[src/rtl/adder_pkg.sv]
// Shared types for the multi-cycle chunked adder.
package adder_pkg;

  typedef enum logic [1:0] {
    IDLE = 2'd0,
    BUSY = 2'd1,
    DONE = 2'd2
  } state_t;

endpackage

[src/rtl/RCA_M.sv]
// Plain ripple-carry adder: s_o = a_i + b_i + c_i, carry-out on c_o.
module RCA_M #(
  parameter int WORD_WIDTH = 8
) (
  input  logic [WORD_WIDTH-1:0] a_i,
  input  logic [WORD_WIDTH-1:0] b_i,
  input  logic                  c_i,
  output logic [WORD_WIDTH-1:0] s_o,
  output logic                  c_o
);

  logic [WORD_WIDTH:0] carry;

  // NOTE: every combinational output gets a default first so no path can infer a latch.
  always_comb begin
    carry    = '0;
    s_o      = '0;
    carry[0] = c_i;
    for (int i = 0; i < WORD_WIDTH; i++) begin
      s_o[i]       = a_i[i] ^ b_i[i] ^ carry[i];
      carry[i + 1] = (a_i[i] & b_i[i]) | (carry[i] & (a_i[i] ^ b_i[i]));
    end
    c_o = carry[WORD_WIDTH];
  end

endmodule

[src/rtl/chunked_adder.sv]
// Serial add/subtract: one CHUNK_WIDTH slice per cycle, LSB first, valid/ready on both sides.
module chunked_adder
  import adder_pkg::*;
#(
  parameter int WORD_WIDTH  = 32,
  parameter int CHUNK_WIDTH = 8
) (
  input  logic                  clk_i,
  input  logic                  rst_i,
  input  logic                  in_valid_i,
  output logic                  in_ready_o,
  input  logic [WORD_WIDTH-1:0] a_i,
  input  logic [WORD_WIDTH-1:0] b_i,
  input  logic                  c_i,
  input  logic                  sub_i,
  output logic                  out_valid_o,
  input  logic                  out_ready_i,
  output logic [WORD_WIDTH-1:0] r_o,
  output logic                  c_o,
  output logic                  v_o
);

  localparam int NCHUNK = WORD_WIDTH / CHUNK_WIDTH;
  localparam int CNT_W  = (NCHUNK > 1) ? $clog2(NCHUNK) : 1;
  localparam logic [CNT_W-1:0] LAST_CHUNK = CNT_W'(NCHUNK - 1);

  if (CHUNK_WIDTH < 1 || (WORD_WIDTH % CHUNK_WIDTH) != 0) begin : g_bad_params
    $error("chunked_adder: WORD_WIDTH must be a positive multiple of CHUNK_WIDTH");
  end

  state_t state, state_nxt;

  logic [WORD_WIDTH-1:0]  a_sr, b_sr, a_shift, r_q;
  logic [CHUNK_WIDTH-1:0] sum;
  logic [CNT_W-1:0]       cnt_q;
  logic                   carry_q, carry_out, msb_cin, c_q, v_q;
  logic                   accept, busy, last_chunk;

  assign in_ready_o  = (state == IDLE);
  assign out_valid_o = (state == DONE);
  assign accept      = in_valid_i && in_ready_o;
  assign busy        = (state == BUSY);
  assign last_chunk  = busy && (cnt_q == LAST_CHUNK);

  RCA_M #(.WORD_WIDTH(CHUNK_WIDTH)) u_rca (
    .a_i (a_sr[CHUNK_WIDTH-1:0]),
    .b_i (b_sr[CHUNK_WIDTH-1:0]),
    .c_i (carry_q),
    .s_o (sum),
    .c_o (carry_out)
  );

  // Carry into the MSB is recovered from the MSB sum bit, so the adder needs no extra port.
  assign msb_cin = a_sr[CHUNK_WIDTH-1] ^ b_sr[CHUNK_WIDTH-1] ^ sum[CHUNK_WIDTH-1];

  // Result chunks fill the vacated top of the A register; after NCHUNK shifts it holds the sum.
  if (NCHUNK == 1) begin : g_single
    assign a_shift = sum;
  end else begin : g_multi
    assign a_shift = {sum, a_sr[WORD_WIDTH-1:CHUNK_WIDTH]};
  end

  // NOTE: sequential state uses non-blocking assignments so all registers update together.
  always_ff @(posedge clk_i) begin
    if (rst_i) state <= IDLE;
    else       state <= state_nxt;
  end

  always_comb begin
    state_nxt = state;
    case (state)
      IDLE:    if (in_valid_i)  state_nxt = BUSY;
      BUSY:    if (last_chunk)  state_nxt = DONE;
      DONE:    if (out_ready_i) state_nxt = IDLE;
      default: state_nxt = IDLE;
    endcase
  end

  // NOTE: operand shift registers carry no reset; they are always loaded before being used.
  always_ff @(posedge clk_i) begin
    if (accept) begin
      a_sr <= a_i;
      b_sr <= b_i ^ {WORD_WIDTH{sub_i}};
    end else if (busy) begin
      a_sr <= a_shift;
      b_sr <= b_sr >> CHUNK_WIDTH;
    end
  end

  always_ff @(posedge clk_i) begin
    if (rst_i) begin
      cnt_q   <= '0;
      carry_q <= 1'b0;
      r_q     <= '0;
      c_q     <= 1'b0;
      v_q     <= 1'b0;
    end else if (accept) begin
      cnt_q   <= '0;
      carry_q <= c_i ^ sub_i;
    end else if (busy) begin
      cnt_q   <= cnt_q + 1'b1;
      carry_q <= carry_out;
      if (last_chunk) begin
        r_q <= a_shift;
        c_q <= carry_out;
        v_q <= carry_out ^ msb_cin;
      end
    end
  end

  assign r_o = r_q;
  assign c_o = c_q;
  assign v_o = v_q;

endmodule

[config.mk]
export PLATFORM = sky130hd
export DESIGN_NAME = chunked_adder
export DESIGN_NICKNAME = d
export VERILOG_FILES = /design/src/rtl/adder_pkg.sv /design/src/rtl/RCA_M.sv /design/src/rtl/chunked_adder.sv
export SDC_FILE = /design/constraint.sdc
export NUM_CORES = 1
export LEC_CHECK = 0
export CAP_MARGIN = 25
export CORE_MARGIN = 3
export CORE_UTILIZATION = 50
export CTS_CLUSTER_DIAMETER = 100
export DETAILED_ROUTE_END_ITERATION = 10
export GPL_ROUTABILITY_DRIVEN = 0
export GPL_TIMING_DRIVEN = 0
export PLACE_DENSITY = 0.81
export SYNTH_ARGS = -nofsm -noshare
export SYNTH_HDL_FRONTEND = slang
export SYNTH_SLANG_ARGS = --single-unit
[constraint.sdc]
create_clock -name clk_i -period 4.55 [get_ports clk_i]
set_clock_uncertainty 0.15 [all_clocks]
set_input_delay 1.1375 -clock clk_i [delete_from_list [all_inputs] [get_ports clk_i]]
set_output_delay 1.1375 -clock clk_i [all_outputs]
set_load 0.01 [all_outputs]
Yosys cells after proc, flatten, opt, wreduce, memory -nomap -nowiden
Index checks and enable logic that the tools add are counted.

Bits in registers: 103. Logic and storage cells: 77.

Add/sub/neg operators: 1. Equality and inequality tests: 6. Muxes and demuxes: 10. Bitwise logic cells: 45. Reductions and logical operators: 7.

Operators by type and width (count): two-way mux 32 bit (4); bitwise XOR 32 bit (1); bitwise XOR 1 bit (19); AND 1 bit (16); bitwise OR 1 bit (8); two-way mux 2 bit (3); case mux 2 bit (3 select lines) (1); AND reduction 3 bit (2); == test 2 bit, second input constant (2); != test 2 x 1 -> 1 bit, second input constant (2); adder 2 x 1 -> 2 bit, second input constant (1); == test 2 x 1 -> 1 bit, second input constant (1); logical AND 1 bit (2); zero test 2 bit (1); two-way mux 1 bit (2); != test 2 bit, second input constant (1); nonzero test 2 bit (1); OR reduction 2 bit (1); inverter 1 bit (1).

Longest topological paths before layout
Depth in word-level cells: 19. Gate-level depth with buffers: 14. Gate-level depth less buffers: 14.

Modules after synthesis
From an unflattened synthesis, not the netlist that was laid out.

Cell total of the unflattened synthesis: 392. Area, all modules: 4526.8 um^2.

Modules (own cells, without submodules): chunked_adder (instances 1, cells each 374, area an instance 4329.2 um^2); RCA_M (instances 1, cells each 18, area an instance 197.7 um^2).

Least setup slack after synthesis
Ideal clock, no wire load.

Kind: register -> register. Start point: reg a_sr[0]. End point: reg v_q, in the netlist v_o. Library setup time: 0.087 ns. Data arrival time: 3.873 ns. Required time: 4.313 ns. Setup slack: 0.440 ns. Stages on the path, launching flop included: 15. Cells stage by stage: edfxtp_1 fa_1 fa_1 fa_1 fa_1 inv_1 fa_1 inv_1 fa_1 fa_1 inv_1 fa_1 xor2_1 xnor2_1 o31ai_1.

Longest elaborated chain between the ends: 18.

RTL lines: start, declared (RTL line chunked_adder.sv:33) `logic [WORD_WIDTH-1:0] a_sr, b_sr, a_shift, r_q;`; start signal, assigned (RTL line chunked_adder.sv:82) `a_sr <= a_i;`; start signal, assigned (RTL line chunked_adder.sv:85) `a_sr <= a_shift;`; bitwise XOR 1 bit (RTL line RCA_M.sv:21) `carry[i + 1] = (a_i[i] & b_i[i]) | (carry[i] & (a_i[i] ^ b_i[i]));`; AND 1 bit (RTL line RCA_M.sv:21); bitwise OR 1 bit * (RTL line RCA_M.sv:21); AND 1 bit * (RTL line RCA_M.sv:21); bitwise OR 1 bit * (RTL line RCA_M.sv:21); AND 1 bit * (RTL line RCA_M.sv:21); bitwise OR 1 bit * (RTL line RCA_M.sv:21); AND 1 bit * (RTL line RCA_M.sv:21); (+2 left out); bitwise OR 1 bit * (RTL line RCA_M.sv:21); AND 1 bit * (RTL line RCA_M.sv:21); bitwise OR 1 bit * (RTL line RCA_M.sv:21); AND 1 bit * (RTL line RCA_M.sv:21); bitwise OR 1 bit * (RTL line RCA_M.sv:21); AND 1 bit / bitwise XOR 1 bit (equally long branches) (RTL line RCA_M.sv:21, RCA_M.sv:20); bitwise OR 1 bit / bitwise XOR 1 bit (equally long branches) (RTL line RCA_M.sv:21, chunked_adder.sv:54); bitwise XOR 1 bit * (RTL line chunked_adder.sv:106) `v_q <= carry_out ^ msb_cin;`; end signal, assigned (RTL line chunked_adder.sv:106); end, declared (RTL line chunked_adder.sv:36) `logic carry_q, carry_out, msb_cin, c_q, v_q;`.

Every way passes the cells marked *; elsewhere a longest branch is shown, timed or not. A chain may end at the register's enable or synchronous reset.

Final worst setup path
Ends and elaborated chain as after synthesis.

==> results.md <==
* Crit path kind: register to register
* Pre-antenna DRT Iters at 4
* Final Max Tran Viols at 0
* Initial antenna violation count at 0
* EDFF count, synth at 64
* Maximum VDD drop at 0.000174 V
* Yosys Warn Count at 0
* Routed WL at 10600 um
* Placed instance area at 5880 sq um
* Leakage at 2.20 nW
* DR WL/cell at 17.2 um
* PnR Total Power at 2.18 mW
* Pin count of the biggest net entering global routing at 48
* Synth async-reset ratio at 0
* H-tree levels at 3
* Crit. End Element: register
* Power per Cell Area at 357 nW/um^2
* Unrepaired setup endpoints after global routing: false
* Clk_lat worst skew at 0.36 ns
* Clk sinks at 103
* Synth cell types at 30
* Yosys top cell by area: edfxtp_1
* CTS tree: built
* Vias in the first global route at 3323
* Initial Utilization at 0.525
* Most frequent CP cell: fa_1
* Initial DRC count at 195
* Slowest Stage Delay on Critical Path at 0.46 ns
* Die Y at 103 um
* IO Port Bufs at 104
* First-pass GRT wire length at 16500 um
* Final instance area at 6100 sq um
* Area grow syn2layout at 30.1%
* GRT overflow at 0
* Mapped cell area at 4690 sq um
* Filler cells at 631
* Endpoints failing setup at 0
* Setup_tns at 0 ns
* Crit path buf inv count at 3
* Share of cells above drive strength 1 at 0.137
* Delay-heaviest family, CP: adder cells
* Maxcap violations at 0
* Post-synth top area share at 0.410
* Die area at 10600 sq um
* Hold Fails Final Rpt at 0
* Worst-path cell chain: fa_2 > fa_2 > fa_1 > fa_1 > inv_1 > fa_1 > inv_1 > fa_1 > fa_1 > inv_1 > fa_1 > xor2_1 > xnor2_1 > o31ai_1
* Std cell rows at 34
* Gate Count Post-Synth at 389
* Worst-path maximum fanout at 3
* Antenna Cells at 0
* #FFs+latches synth at 103
* Tcrit/Tclk final at 0.954
* Post-layout min period at 4.34 ns
* Hold slack final at 0.314 ns
* Status: complete, no violations
* Layout net count at 585
* Data required time of the worst path at 4.67 ns
* Core box area at 8930 sq um
* Total number of vias at 3225
* Residual DRC at 0
* Worst slew margin at 0.626
* CTS Buffer Depth at 2
* Min-Delay Path Class: register to register
* Top-count cell post-synth: edfxtp_1
* Fmax at 230 MHz
* Syn_nets at 469
* IO Count at 106
* Tightest Pin Transition at 0.561 ns
* Num CTS Buffers at 9
* CTS Hold Bufs at 0
* Worst endpoint data arrival time at 4.47 ns
* Sequential share of the synthesized area at 0.576
* Die width at 103 um
* Top cells by count, synth: 64 x edfxtp_1, 63 x nand2_1, 55 x a21oi_1, 39 x dfxtp_1, 38 x nor2_1
* DRT antenna net count at 0
* Worst setup SP type: register
* Top post-synthesis cells by area: edfxtp_1 41%, dfxtp_1 17%, mux2_4 8.3%
* Vias/cell at 5.22
* DP HPWL at 7930 um
* Total GRT Usage at 0.210
* CTS clock-pin slew for the worst setup and hold paths at 0.10 ns
* Critical-path top delay cell: fa_1
* Clk root buf: clkbuf_8
* Syn avg cell area at 12.1 sq um
* Top_reg_cell synth: edfxtp_1
cells in the final DEF, fill, tap and decap left out, drive strengths merged:
| cell type | Yosys | routed |
|---|---|---|
| mux2 | 30 | 30 |
| xor2 | 2 | 2 |
| clkinv | 0 | 1 |
| buf | 21 | 22 |
| a31oi | 1 | 1 |
| nand2 | 63 | 63 |
| mux2i | 1 | 1 |
| nand2b | 1 | 1 |
| edfxtp | 64 | 64 |
| nor2 | 38 | 38 |
| xnor2 | 33 | 33 |
| clkbuf | 4 | 16 |
| fa | 8 | 8 |
| a211oi | 4 | 4 |
| and3b | 1 | 1 |
| a22oi | 1 | 1 |
| o21bai | 1 | 1 |
| dfxtp | 39 | 39 |
| o21ai | 2 | 2 |
| nand3b | 2 | 2 |
| ha | 2 | 2 |
| nor2b | 3 | 3 |
| inv | 9 | 10 |
| clkinvlp | 0 | 1 |
| a21oi | 55 | 55 |
| clkdlybuf4s50 | 0 | 104 |
| bufinv | 0 | 1 |
| or4b | 1 | 1 |
| nor3b | 1 | 1 |
| o31ai | 2 | 2 |
final cells by class:
cell class | instances | area, sq um | share of cell area
Buffer | 25 | 213 | 0.0349
Clock buffer | 12 | 156 | 0.0257
Clock inverter | 4 | 51.3 | 0.00841
Inverter | 9 | 33.8 | 0.00554
Multi-Input combinational cell | 252 | 1740 | 0.286
Sequential cell | 103 | 2700 | 0.443
Tap cell | 108 | 135 | 0.0222
Timing Repair Buffer | 105 | 1060 | 0.174
tightest hold or removal path: cells and delay by family, from the launching register on:
family	cells	cell delay [ns]
compound gates	1	0.05
flops	1	0.32
simple gates	1	0.05
per-stage QoR:
stage / setup slack [ns] / std cells / utilization
6_report: 0.208 / 618 / 0.682
5_1_grt: 0.00721 / 618 / 0.682
4_1_cts: 0.0701 / 618 / 0.682
3_5_place_dp: 0.134 / 602 / 0.659
3_3_place_gp: 0.189 / 601 / 0.656
2_1_floorplan: 0.440 / 389 / -
layer usage:
metal | vias to the layer above | global-route usage | wire length [um]
met5 | - | 0 | 0
met4 | 0 | 0.0747 | 223
met3 | 19 | 0.0501 | 644
met2 | 122 | 0.357 | 5400
met1 | 1533 | 0.262 | 4350
li1 | 1551 | - | -
final timing paths:
kind | start | to | slack (ns) | depth (start not counted)
worst min register to register | r_o[30]$_SDFFE_PP0P_ | r_o[30]$_SDFFE_PP0P_ | 0.31 | 2
worst max-delay path | a_sr[0]$_DFFE_PP_ | v_o$_SDFFE_PP0P_ | 0.21 | 14
worst min-delay path | r_o[30]$_SDFFE_PP0P_ | r_o[30]$_SDFFE_PP0P_ | 0.31 | 2
worst max register to register | a_sr[0]$_DFFE_PP_ | v_o$_SDFFE_PP0P_ | 0.21 | 14
report_power, final:
group | internal [mW] | leakage (nW) | total (mW) | switching (mW)
registers | 1.12 | 0.961 | 1.16 | 0.0450
logic | 0.237 | 1.14 | 0.420 | 0.183
clock network | 0.290 | 0.102 | 0.594 | 0.304
kinds of logic after synthesis:
group,Yosys count,synth area share
xor+xnor,35,0.0654
fa+ha+maj,10,0.0395
compound gates,66,0.0750
mux,31,0.0950
buf+inv,34,0.0526
flops,103,0.576
simple gates,110,0.0961
sequential cells by signal, indices dropped and copies added (netlist names):
name and cells:
a_sr 32, b_sr 32, r_o 32, cnt_q 2, state 2, c_o 1
carry_q 1, v_o 1
repair_timing:
action                     CTS  global route
setup buffers                0             0
resized for setup            0             2
setup endpoints to repair    0             1
(Power assumes the default switching activity.)
